$ cat src/rtl/fbank_pkg.sv
// fbank_pkg: shared constants for the mel filterbank accumulator.
//   MEL_EDGE   : filter edge bins, strictly increasing, last edge <= N_BINS
//   WEIGHT_ONE : unity triangle weight in Q1.16
//   *_W        : operand / product / contribution widths
//   state_t    : accumulator control states
//   edge_at()  : bounds-safe edge lookup (out-of-range reads never match a bin)
package fbank_pkg;

    localparam int MEL_N = 42;

    localparam logic [10:0] MEL_EDGE [MEL_N] = '{
        11'd2,   11'd6,   11'd10,  11'd14,  11'd18,  11'd22,  11'd26,
        11'd30,  11'd35,  11'd40,  11'd45,  11'd51,  11'd57,  11'd63,
        11'd70,  11'd77,  11'd85,  11'd93,  11'd102, 11'd111, 11'd121,
        11'd131, 11'd142, 11'd154, 11'd166, 11'd179, 11'd193, 11'd208,
        11'd224, 11'd241, 11'd259, 11'd278, 11'd298, 11'd319, 11'd341,
        11'd364, 11'd388, 11'd413, 11'd439, 11'd466, 11'd480, 11'd500
    };

    localparam logic [16:0] WEIGHT_ONE = 17'h10000;

    localparam int PWR_W     = 32;
    localparam int WGT_W     = 17;
    localparam int FRAC_W    = 16;
    localparam int PROD_W    = PWR_W + WGT_W;    // 49
    localparam int CONTRIB_W = PROD_W - FRAC_W;  // 33

    typedef enum logic [1:0] {
        S_RUN   = 2'd0,
        S_DRAIN = 2'd1,
        S_FLUSH = 2'd2
    } state_t;

    function automatic logic [10:0] edge_at(input int idx);
        if (idx < 0 || idx >= MEL_N) return '1;
        return MEL_EDGE[idx];
    endfunction

endpackage

$ cat src/rtl/fbank_mac.sv
// fbank_mac: registered dual product for one power bin.
//   clk    : clock
//   en     : load enable (a bin is in this stage)
//   pwr    : unsigned bin power
//   weight : Q1.16 rising-side weight w
//   rise   : (pwr * w) >> 16, registered
//   fall   : (pwr * (1 - w)) >> 16, registered
module fbank_mac
    import fbank_pkg::*;
(
    input  logic                 clk,
    input  logic                 en,
    input  logic [PWR_W-1:0]     pwr,
    input  logic [WGT_W-1:0]     weight,
    output logic [CONTRIB_W-1:0] rise,
    output logic [CONTRIB_W-1:0] fall
);

    logic [WGT_W-1:0]  weight_inv;
    logic [PROD_W-1:0] prod_rise;
    logic [PROD_W-1:0] prod_fall;

    assign weight_inv = WEIGHT_ONE - weight;
    assign prod_rise  = PROD_W'(pwr) * PROD_W'(weight);
    assign prod_fall  = PROD_W'(pwr) * PROD_W'(weight_inv);

    always_ff @(posedge clk) begin
        if (en) begin
            rise <= CONTRIB_W'(prod_rise >> FRAC_W);
            fall <= CONTRIB_W'(prod_fall >> FRAC_W);
        end
    end

endmodule

$ cat src/rtl/fbank_accum.sv
// fbank_accum: mel filterbank accumulator.
//   clk, rst            : clock, synchronous active-high reset
//   pwr_valid/ready     : power bin handshake; pwr_data bin power, pwr_last ends frame
//   lut_addr            : weight RAM address (= bin counter); lut_rd_data returns next cycle
//   lut_wr_en/wr_data   : unused write side, tied low
//   fb_valid/idx/data   : one saturated energy per filter, in index order
//   frame_done          : pulses with the last filter of the frame
module fbank_accum
    import fbank_pkg::*;
#(
    parameter int N_BINS = 512,
    parameter int N_FILT = 40,
    parameter int ACC_W  = 42,
    parameter int OUT_W  = 32
) (
    input  logic             clk,
    input  logic             rst,
    input  logic             pwr_valid,
    output logic             pwr_ready,
    input  logic [31:0]      pwr_data,
    input  logic             pwr_last,
    output logic [9:0]       lut_addr,
    output logic             lut_wr_en,
    output logic [16:0]      lut_wr_data,
    input  logic [16:0]      lut_rd_data,
    output logic             fb_valid,
    output logic [5:0]       fb_idx,
    output logic [OUT_W-1:0] fb_data,
    output logic             frame_done
);

    localparam int         CNT_W    = $clog2(N_BINS) + 1;
    localparam logic [5:0] PTR_LAST = 6'(N_FILT + 2);

    function automatic logic [OUT_W-1:0] sat_energy(input logic [ACC_W-1:0] acc);
        if (|acc[ACC_W-1:OUT_W]) return '1;
        return acc[OUT_W-1:0];
    endfunction

    state_t               state;
    logic [CNT_W-1:0]     bin_cnt;
    // seg_ptr = number of edges below bin_cnt; a bin in segment k carries ptr k+1
    logic [5:0]           seg_ptr;
    logic [5:0]           cur_ptr;
    logic                 edge_hit;
    logic                 accept;
    logic                 flush_exit;

    logic                 vld_p0;
    logic [31:0]          pwr_p0;
    logic [5:0]           ptr_p0;
    logic                 vld_p1;
    logic [5:0]           ptr_p1;
    logic [CONTRIB_W-1:0] rise_p1;
    logic [CONTRIB_W-1:0] fall_p1;

    logic [ACC_W-1:0]     acc_rise, acc_fall, acc_rise_nx, acc_fall_nx;
    logic [ACC_W-1:0]     rise_c, fall_c;
    logic [5:0]           ptr_p2, ptr_p2_nx;
    logic                 emit;
    logic [5:0]           emit_idx;

    assign pwr_ready   = (state == S_RUN) && !rst;
    assign accept      = pwr_valid && pwr_ready;
    assign lut_addr    = 10'(bin_cnt);
    assign lut_wr_en   = 1'b0;
    assign lut_wr_data = '0;
    assign edge_hit    = (int'(seg_ptr) <= N_FILT + 1) &&
                         (edge_at(int'(seg_ptr)) == 11'(bin_cnt));
    assign cur_ptr     = seg_ptr + 6'(edge_hit);
    assign flush_exit  = (state == S_FLUSH) && (ptr_p2 == PTR_LAST);

    always_ff @(posedge clk) begin
        if (rst) begin
            state   <= S_RUN;
            bin_cnt <= '0;
            seg_ptr <= '0;
        end else begin
            case (state)
                S_RUN: begin
                    if (accept) begin
                        bin_cnt <= bin_cnt + 1'b1;
                        seg_ptr <= cur_ptr;
                        if (pwr_last) state <= S_DRAIN;
                    end
                end
                S_DRAIN: begin
                    if (!vld_p0 && !vld_p1) state <= S_FLUSH;
                end
                S_FLUSH: begin
                    if (flush_exit) begin
                        state   <= S_RUN;
                        bin_cnt <= '0;
                        seg_ptr <= '0;
                    end
                end
                default: state <= S_RUN;
            endcase
        end
    end

    // ---- stage p0: bin accepted, RAM address sampled ----
    always_ff @(posedge clk) begin
        if (rst) begin
            vld_p0 <= 1'b0;
            vld_p1 <= 1'b0;
        end else begin
            vld_p0 <= accept;
            vld_p1 <= vld_p0;
        end
    end

    always_ff @(posedge clk) begin
        if (accept) begin
            pwr_p0 <= pwr_data;
            ptr_p0 <= cur_ptr;
        end
        ptr_p1 <= ptr_p0;
    end

    // ---- stage p1: weight returns, products registered ----
    fbank_mac u_mac (
        .clk    (clk),
        .en     (vld_p0),
        .pwr    (pwr_p0),
        .weight (lut_rd_data),
        .rise   (rise_p1),
        .fall   (fall_p1)
    );

    // ---- stage p2: accumulate, emit on segment change or flush step ----
    always_comb begin
        rise_c      = (ptr_p1 >= 6'd1 && ptr_p1 <= 6'(N_FILT))     ? ACC_W'(rise_p1) : '0;
        fall_c      = (ptr_p1 >= 6'd2 && ptr_p1 <= 6'(N_FILT + 1)) ? ACC_W'(fall_p1) : '0;
        acc_rise_nx = acc_rise;
        acc_fall_nx = acc_fall;
        ptr_p2_nx   = ptr_p2;
        emit        = 1'b0;
        emit_idx    = '0;
        if (vld_p1) begin
            if (ptr_p1 != ptr_p2) begin
                // entering segment k completes filter k-2, held in acc_fall
                ptr_p2_nx   = ptr_p1;
                emit        = (ptr_p1 >= 6'd3);
                emit_idx    = ptr_p1 - 6'd3;
                acc_fall_nx = acc_rise + fall_c;
                acc_rise_nx = rise_c;
            end else begin
                acc_rise_nx = acc_rise + rise_c;
                acc_fall_nx = acc_fall + fall_c;
            end
        end else if (state == S_FLUSH && ptr_p2 < PTR_LAST) begin
            // flush behaves like entering empty segments until the last filter
            ptr_p2_nx   = ptr_p2 + 6'd1;
            emit        = (ptr_p2_nx >= 6'd3);
            emit_idx    = ptr_p2_nx - 6'd3;
            acc_fall_nx = acc_rise;
            acc_rise_nx = '0;
        end
    end

    always_ff @(posedge clk) begin
        if (rst || flush_exit) begin
            acc_rise <= '0;
            acc_fall <= '0;
            ptr_p2   <= '0;
        end else begin
            acc_rise <= acc_rise_nx;
            acc_fall <= acc_fall_nx;
            ptr_p2   <= ptr_p2_nx;
        end
    end

    // ---- output register ----
    always_ff @(posedge clk) begin
        if (rst) begin
            fb_valid   <= 1'b0;
            fb_idx     <= '0;
            fb_data    <= '0;
            frame_done <= 1'b0;
        end else begin
            fb_valid   <= emit;
            frame_done <= emit && (emit_idx == 6'(N_FILT - 1));
            if (emit) begin
                fb_idx  <= emit_idx;
                fb_data <= sat_energy(acc_fall);
            end
        end
    end

endmodule

$ cat config.mk
export PLATFORM = sky130hd
export DESIGN_NAME = fbank_accum
export DESIGN_NICKNAME = d
export VERILOG_FILES = /design/src/rtl/fbank_pkg.sv /design/src/rtl/fbank_mac.sv /design/src/rtl/fbank_accum.sv
export SDC_FILE = /design/constraint.sdc
export NUM_CORES = 2
export LEC_CHECK = 0
export ABC_AREA = 1
export ABC_CLOCK_PERIOD_IN_PS = 8600
export CAP_MARGIN = 20
export CORE_UTILIZATION = 56
export DETAILED_ROUTE_END_ITERATION = 8
export GPL_TIMING_DRIVEN = 0
export HOLD_SLACK_MARGIN = 0.05
export PLACE_DENSITY = 0.76
export SLEW_MARGIN = 20
export SYNTH_ARGS = -nofsm -noshare
export SYNTH_HDL_FRONTEND = slang
export SYNTH_SLANG_ARGS = --single-unit
$ cat constraint.sdc
create_clock -name clk -period 8.6 [get_ports clk]
set_input_delay 1.72 -clock clk [delete_from_list [all_inputs] [get_ports clk]]
set_output_delay 1.72 -clock clk [all_outputs]
set_load 0.005 [all_outputs]
### Word-level counts from Yosys, hierarchy flattened

Memory sizes are Yosys's and may differ from the RTL's.
Cells that the tools add are included.

* register bits: 260
* memory bits (read-only): 704
* memories: 1

* bitwise gates (word level): 1
* $mul: 2
* eq/ne operators: 11
* $lt $le $gt $ge: 10
* reduce and logical (&&, ||, !) cells: 20
* muxes and demuxes: 38
* add/subtract/negate cells: 9

Memories
* (name not given): words 64, bits a word 11, rd ports 1, clocked after Yosys merged registers in 0, wr ports 0, RTL line fbank_pkg.sv:36 `return MEL_EDGE[idx];`

Operators with widths (count)
* 42-bit two-way mux: 6
* 42-bit by 33-bit adder with 42-bit output: 3
* 32-bit by 17-bit multiplier with 49-bit output: 2
* 33-bit two-way mux: 2
* 32-bit two-way mux: 2
* 6-bit two-way mux: 8
* 11-bit two-way mux: 4
* 32-bit by 7-bit greater-or-equal comparator with 1-bit output (second input constant): 1
* 6-bit inverter with 32-bit output: 1
* 10-bit two-way mux: 2
* 10-bit case mux with 2 select lines: 1
* 6-bit by 2-bit greater-or-equal comparator with 1-bit output (second input constant): 3
* 6-bit <= comparator (second input constant): 3
* 17-bit subtractor (first input constant): 1
* 6-bit == test (second input constant): 2
* 6-bit case mux with 2 select lines: 1
* 6-bit by 2-bit subtractor with 6-bit output (second input constant): 2
* 11-bit by 10-bit == test with 1-bit output: 1
* 10-bit by 1-bit adder with 10-bit output (second input constant): 1
* 10-bit OR reduction: 1
* 1-bit logical AND: 9
* 2-bit two-way mux: 4
* 2-bit inequality test (second input constant): 4
* 1-bit two-way mux: 7
* other kinds (17): 20

### Longest topological paths before layout

* word-level depth: 10
* gate-level depth with buffers: 38

### By module

Synthesis repeated with hierarchy kept, for this count alone.

* cell total of the unflattened synthesis: 7206
* area total of the unflattened synthesis: 52505.4 µm²

Modules (own cells, without submodules)
* fbank_mac: area each 37521.0 µm², cells each 4828, times used 1, seq. area each 1981.9 µm²
* fbank_accum: area each 14984.4 µm², cells each 2378, times used 1, seq. area each 4264.1 µm²

### Least setup slack after synthesis

No wires, ideal clock.

* path type: input to register
* start: input lut_rd_data[1]
* end: register u_mac.fall[16], data pin
* arrival time: 7.925 ns
* required time: 8.340 ns
* setup time: 0.260 ns
* path buffers: 3
* slack: 0.415 ns
* stages on the path: 32
* cells stage by stage: buf_2 -> clkbuf_1 -> inv_1 -> ha_1 -> nand2_1 -> nor2_1 -> nand2_1 -> nor2_1 -> nor4b_1 -> or2_2 -> nand2_1 -> clkbuf_1 -> nor2_1 -> fa_1 -> fa_1 -> fa_1 -> fa_1 -> fa_1 -> inv_1 -> fa_1 -> inv_1 -> ha_1 -> nand2_1 -> nor2_1 -> inv_1 -> nor2_1 -> inv_1 -> nor4_1 -> a21oi_1 -> nor2_1 -> nor2_1 -> xor2_1

* cells in the longest elaborated chain, start to end: 2

Ends and longest elaborated chain
* start, declared: RTL line fbank_accum.sv:25 `input logic [16:0] lut_rd_data,`
* 17-bit subtractor: RTL line fbank_mac.sv:23 `assign weight_inv = WEIGHT_ONE - weight;`
* 32-bit by 17-bit multiplier with 49-bit output: RTL line fbank_mac.sv:25 `assign prod_fall = PROD_W'(pwr) * PROD_W'(weight_inv);`
* via u_mac.prod_fall[32]: RTL line fbank_mac.sv:21 `logic [PROD_W-1:0] prod_fall;`
* end signal, assigned: RTL line fbank_mac.sv:30 `fall <= CONTRIB_W'(prod_fall >> FRAC_W);`
* end, declared: RTL line fbank_mac.sv:16 `output logic [CONTRIB_W-1:0] fall`

The timed path passes the listed nets, and every way through them passes these cells.
A chain may end at the register's enable or synchronous reset.

### Final worst setup path

* start: input lut_rd_data[1]
* end: register u_mac.fall[26], data pin

Same word-level chain as after synthesis.

==> impl_metrics.tcl <==
set metrics [dict create \
    final_common_cell "nand2_1" \
    netlist_area_mm2 0.0513 \
    worstPathRequired_ns 8.96 \
    met2_usage 0.655 \
    io_pins 122 \
    critical_path_arrival_ns 8.74 \
    routed_via_density 5.70 \
    postCtsHoldBufs 0 \
    drt.antenna.violating_nets 0 \
    crit_fanout 10 \
    die-area_mm2 0.0928 \
    cp_top_family "adder cells" \
    seq_area_frac_synth 0.122 \
    maxSlewViolCount 0 \
    drive_gt1_frac 0.0359 \
    crit_type "in2reg" \
    ys.flop_type "dfxtp_1" \
    grt_usage 0.406 \
    cap_violations 0 \
    synth.avg_cell_area_um2 7.48 \
    grt-ovfl-total 0 \
    drt_pre_antenna_iters 8 \
    detail_route.wirelength_um 186000 \
    root_buffer "clkbuf_16" \
    fin_crit_sh 0.974 \
    grt.busiest_layer "met2" \
    critical_path_buf_inv_count 9 \
    antenna_found_initial 5 \
    clock-skew-final_ns 0.0218 \
    nNetsFinal 8281 \
    hp-class "reg2reg" \
    mostFrequentLayoutCells "1645 x nand2_1, 1628 x inv_1, 894 x fa_1, 533 x nor2_1, 323 x ha_1" \
    post-dp-hpwl_um 156000 \
    cts.sinks 260 \
    num_rows 110 \
    final_core_util 0.609 \
    ys_types 64 \
    wl_per_cell_um 22.7 \
    setup_viol 0 \
    clk_path_buf_depth 3 \
    max-slew-margin-rel 0.185 \
    syn2layout_area_growth_pct 7.33 \
    die_y_um 305 \
    met1_usage 0.496 \
    end_kind "flip-flop" \
    async_reset_ff_frac 0 \
    vias 46700 \
    synth_seq_cells 260 \
    timing.final.crit_period_ns 8.38 \
    status "completed" \
    synth_edf_count 104 \
    worstSkewPairLatency_ns 0.63 \
    fp.coreArea_mm2 0.0904 \
    numCtsBuffers 31 \
    gp_congestion 1.05 \
    finalHoldViolCount 0 \
    crit_path_max_incr_delay_ns 0.52 \
    die_x_um 305 \
    path_clk_slew_ns 0.06 \
    grt_pass1_wl_um 281000 \
    fmax_mhz 119 \
    crit_slowest_cell "fa_1" \
    drt_iter0_drc 4767 \
    start_kind "input port" \
    use_met3 0.0775 \
    worstMarginPinSlew_ns 1.22 \
    start_util 0.567 \
    grt_max_degree 48 \
    port_buffers 86 \
    num_antenna_cells 0 \
    drc 0 \
    grt_pass1_vias 47400 \
    cts_tree "built" \
    yosys_warnings 0 \
    h-tree-depth 1 \
    synthCells 6862 \
]
cell usage after synthesis, types with 29 or more instances:
| cell type | number | area, um^2 |
|---|---|---|
| a21o_1 | 29 | 218 |
| a21oi_1 | 305 | 1530 |
| a31oi_1 | 72 | 450 |
| clkbuf_1 | 223 | 837 |
| dfxtp_1 | 156 | 3120 |
| edfxtp_1 | 104 | 3120 |
| fa_1 | 896 | 17900 |
| ha_1 | 330 | 4130 |
| inv_1 | 1629 | 6110 |
| nand2_1 | 1651 | 6200 |
| nand3_1 | 170 | 851 |
| nor2_1 | 537 | 2020 |
| nor3_1 | 38 | 190 |
| o21ai_0 | 277 | 1390 |
| xor2_1 | 73 | 639 |
metrics by stage:
stage	TNS [ns]	cells	hold WS (ns)	cell area (um^2)	worst slack (ns)
floorplan	0	6879	0.323	51400	0.415
global placement	-33.54	8141	0.327	53700	-1.41
detailed placement	-38.18	8143	0.330	53800	-1.57
CTS	0	8200	0.344	54900	0.0441
global route	-0.187	8203	0.351	55100	-0.0385
finish	0	8203	0.341	55100	0.222
path summary, 6_finish.rpt:
path                                startpoint              to  slack, ns  cells past startpoint
worst min register to register       ptr_p0[3]       ptr_p1[3]       0.34                      0
worst max-delay path            lut_rd_data[1]  u_mac.fall[26]       0.22                     33
worst max register to register      pwr_p0[30]  u_mac.rise[32]       1.10                     22
worst min-delay path                 ptr_p0[3]       ptr_p1[3]       0.34                      0
cell type report:
class	count	area (um^2)
inverters	1650	6200
repair buffers	92	933
multi-input cells	4673	37800
clock inverters	21	249
fillers	8463	35300
flip-flops and latches	260	6250
plain buffers	294	1330
clock buffers	37	852
well taps	1176	1470
worst reg2reg max path: cells and delay by family (launching register included):
| kind | cells | cell delay (ns) |
|---|---|---|
| flops | 1 | 0.35 |
| compound gates | 4 | 0.89 |
| simple gates | 4 | 0.43 |
| fa+ha+maj | 7 | 3.56 |
| buf+inv | 6 | 1.80 |
| xor+xnor | 1 | 0.20 |
flip-flops by register name, indices dropped and copies added (netlist names):
| signal | count |
|---|---|
| vld_p1 | 1 |
| vld_p0 | 1 |
| fb_data | 32 |
| ptr_p2 | 6 |
| lut_addr | 10 |
| u_mac.rise | 33 |
| seg_ptr | 6 |
| ptr_p0 | 6 |
| u_mac.fall | 33 |
| acc_fall | 42 |
| frame_done | 1 |
| ptr_p1 | 6 |
| fb_idx | 6 |
| state | 2 |
| pwr_p0 | 32 |
| fb_valid | 1 |
| acc_rise | 42 |
metal layers:
layer	wire [um]	part of all wire
met3	19100	0.10
met2	84100	0.45
met5	0	0
met4	15400	0.083
met1	67700	0.36
logic make-up after synthesis:
group                      after synthesis  synth area share
AOI/OAI and AO/OA                      815            0.0896
xor gates and xnor gates                98            0.0167
DFF                                    260             0.122
other                                    1         0.0000731
buffers and inverters                 1946             0.145
adders and majority gates             1226             0.430
and+or+nand+nor                       2516             0.196
timing repair:
action | CTS | global route
endpoints found under the setup margin | 29 | 29
buffers inserted | 0 | 4
pin swaps | 0 | 5
resized for setup | 24 | 90
Power is left out: the tool's default activity adds up to more than one toggle a clock period on the data nets, which glitch-free logic cannot reach.
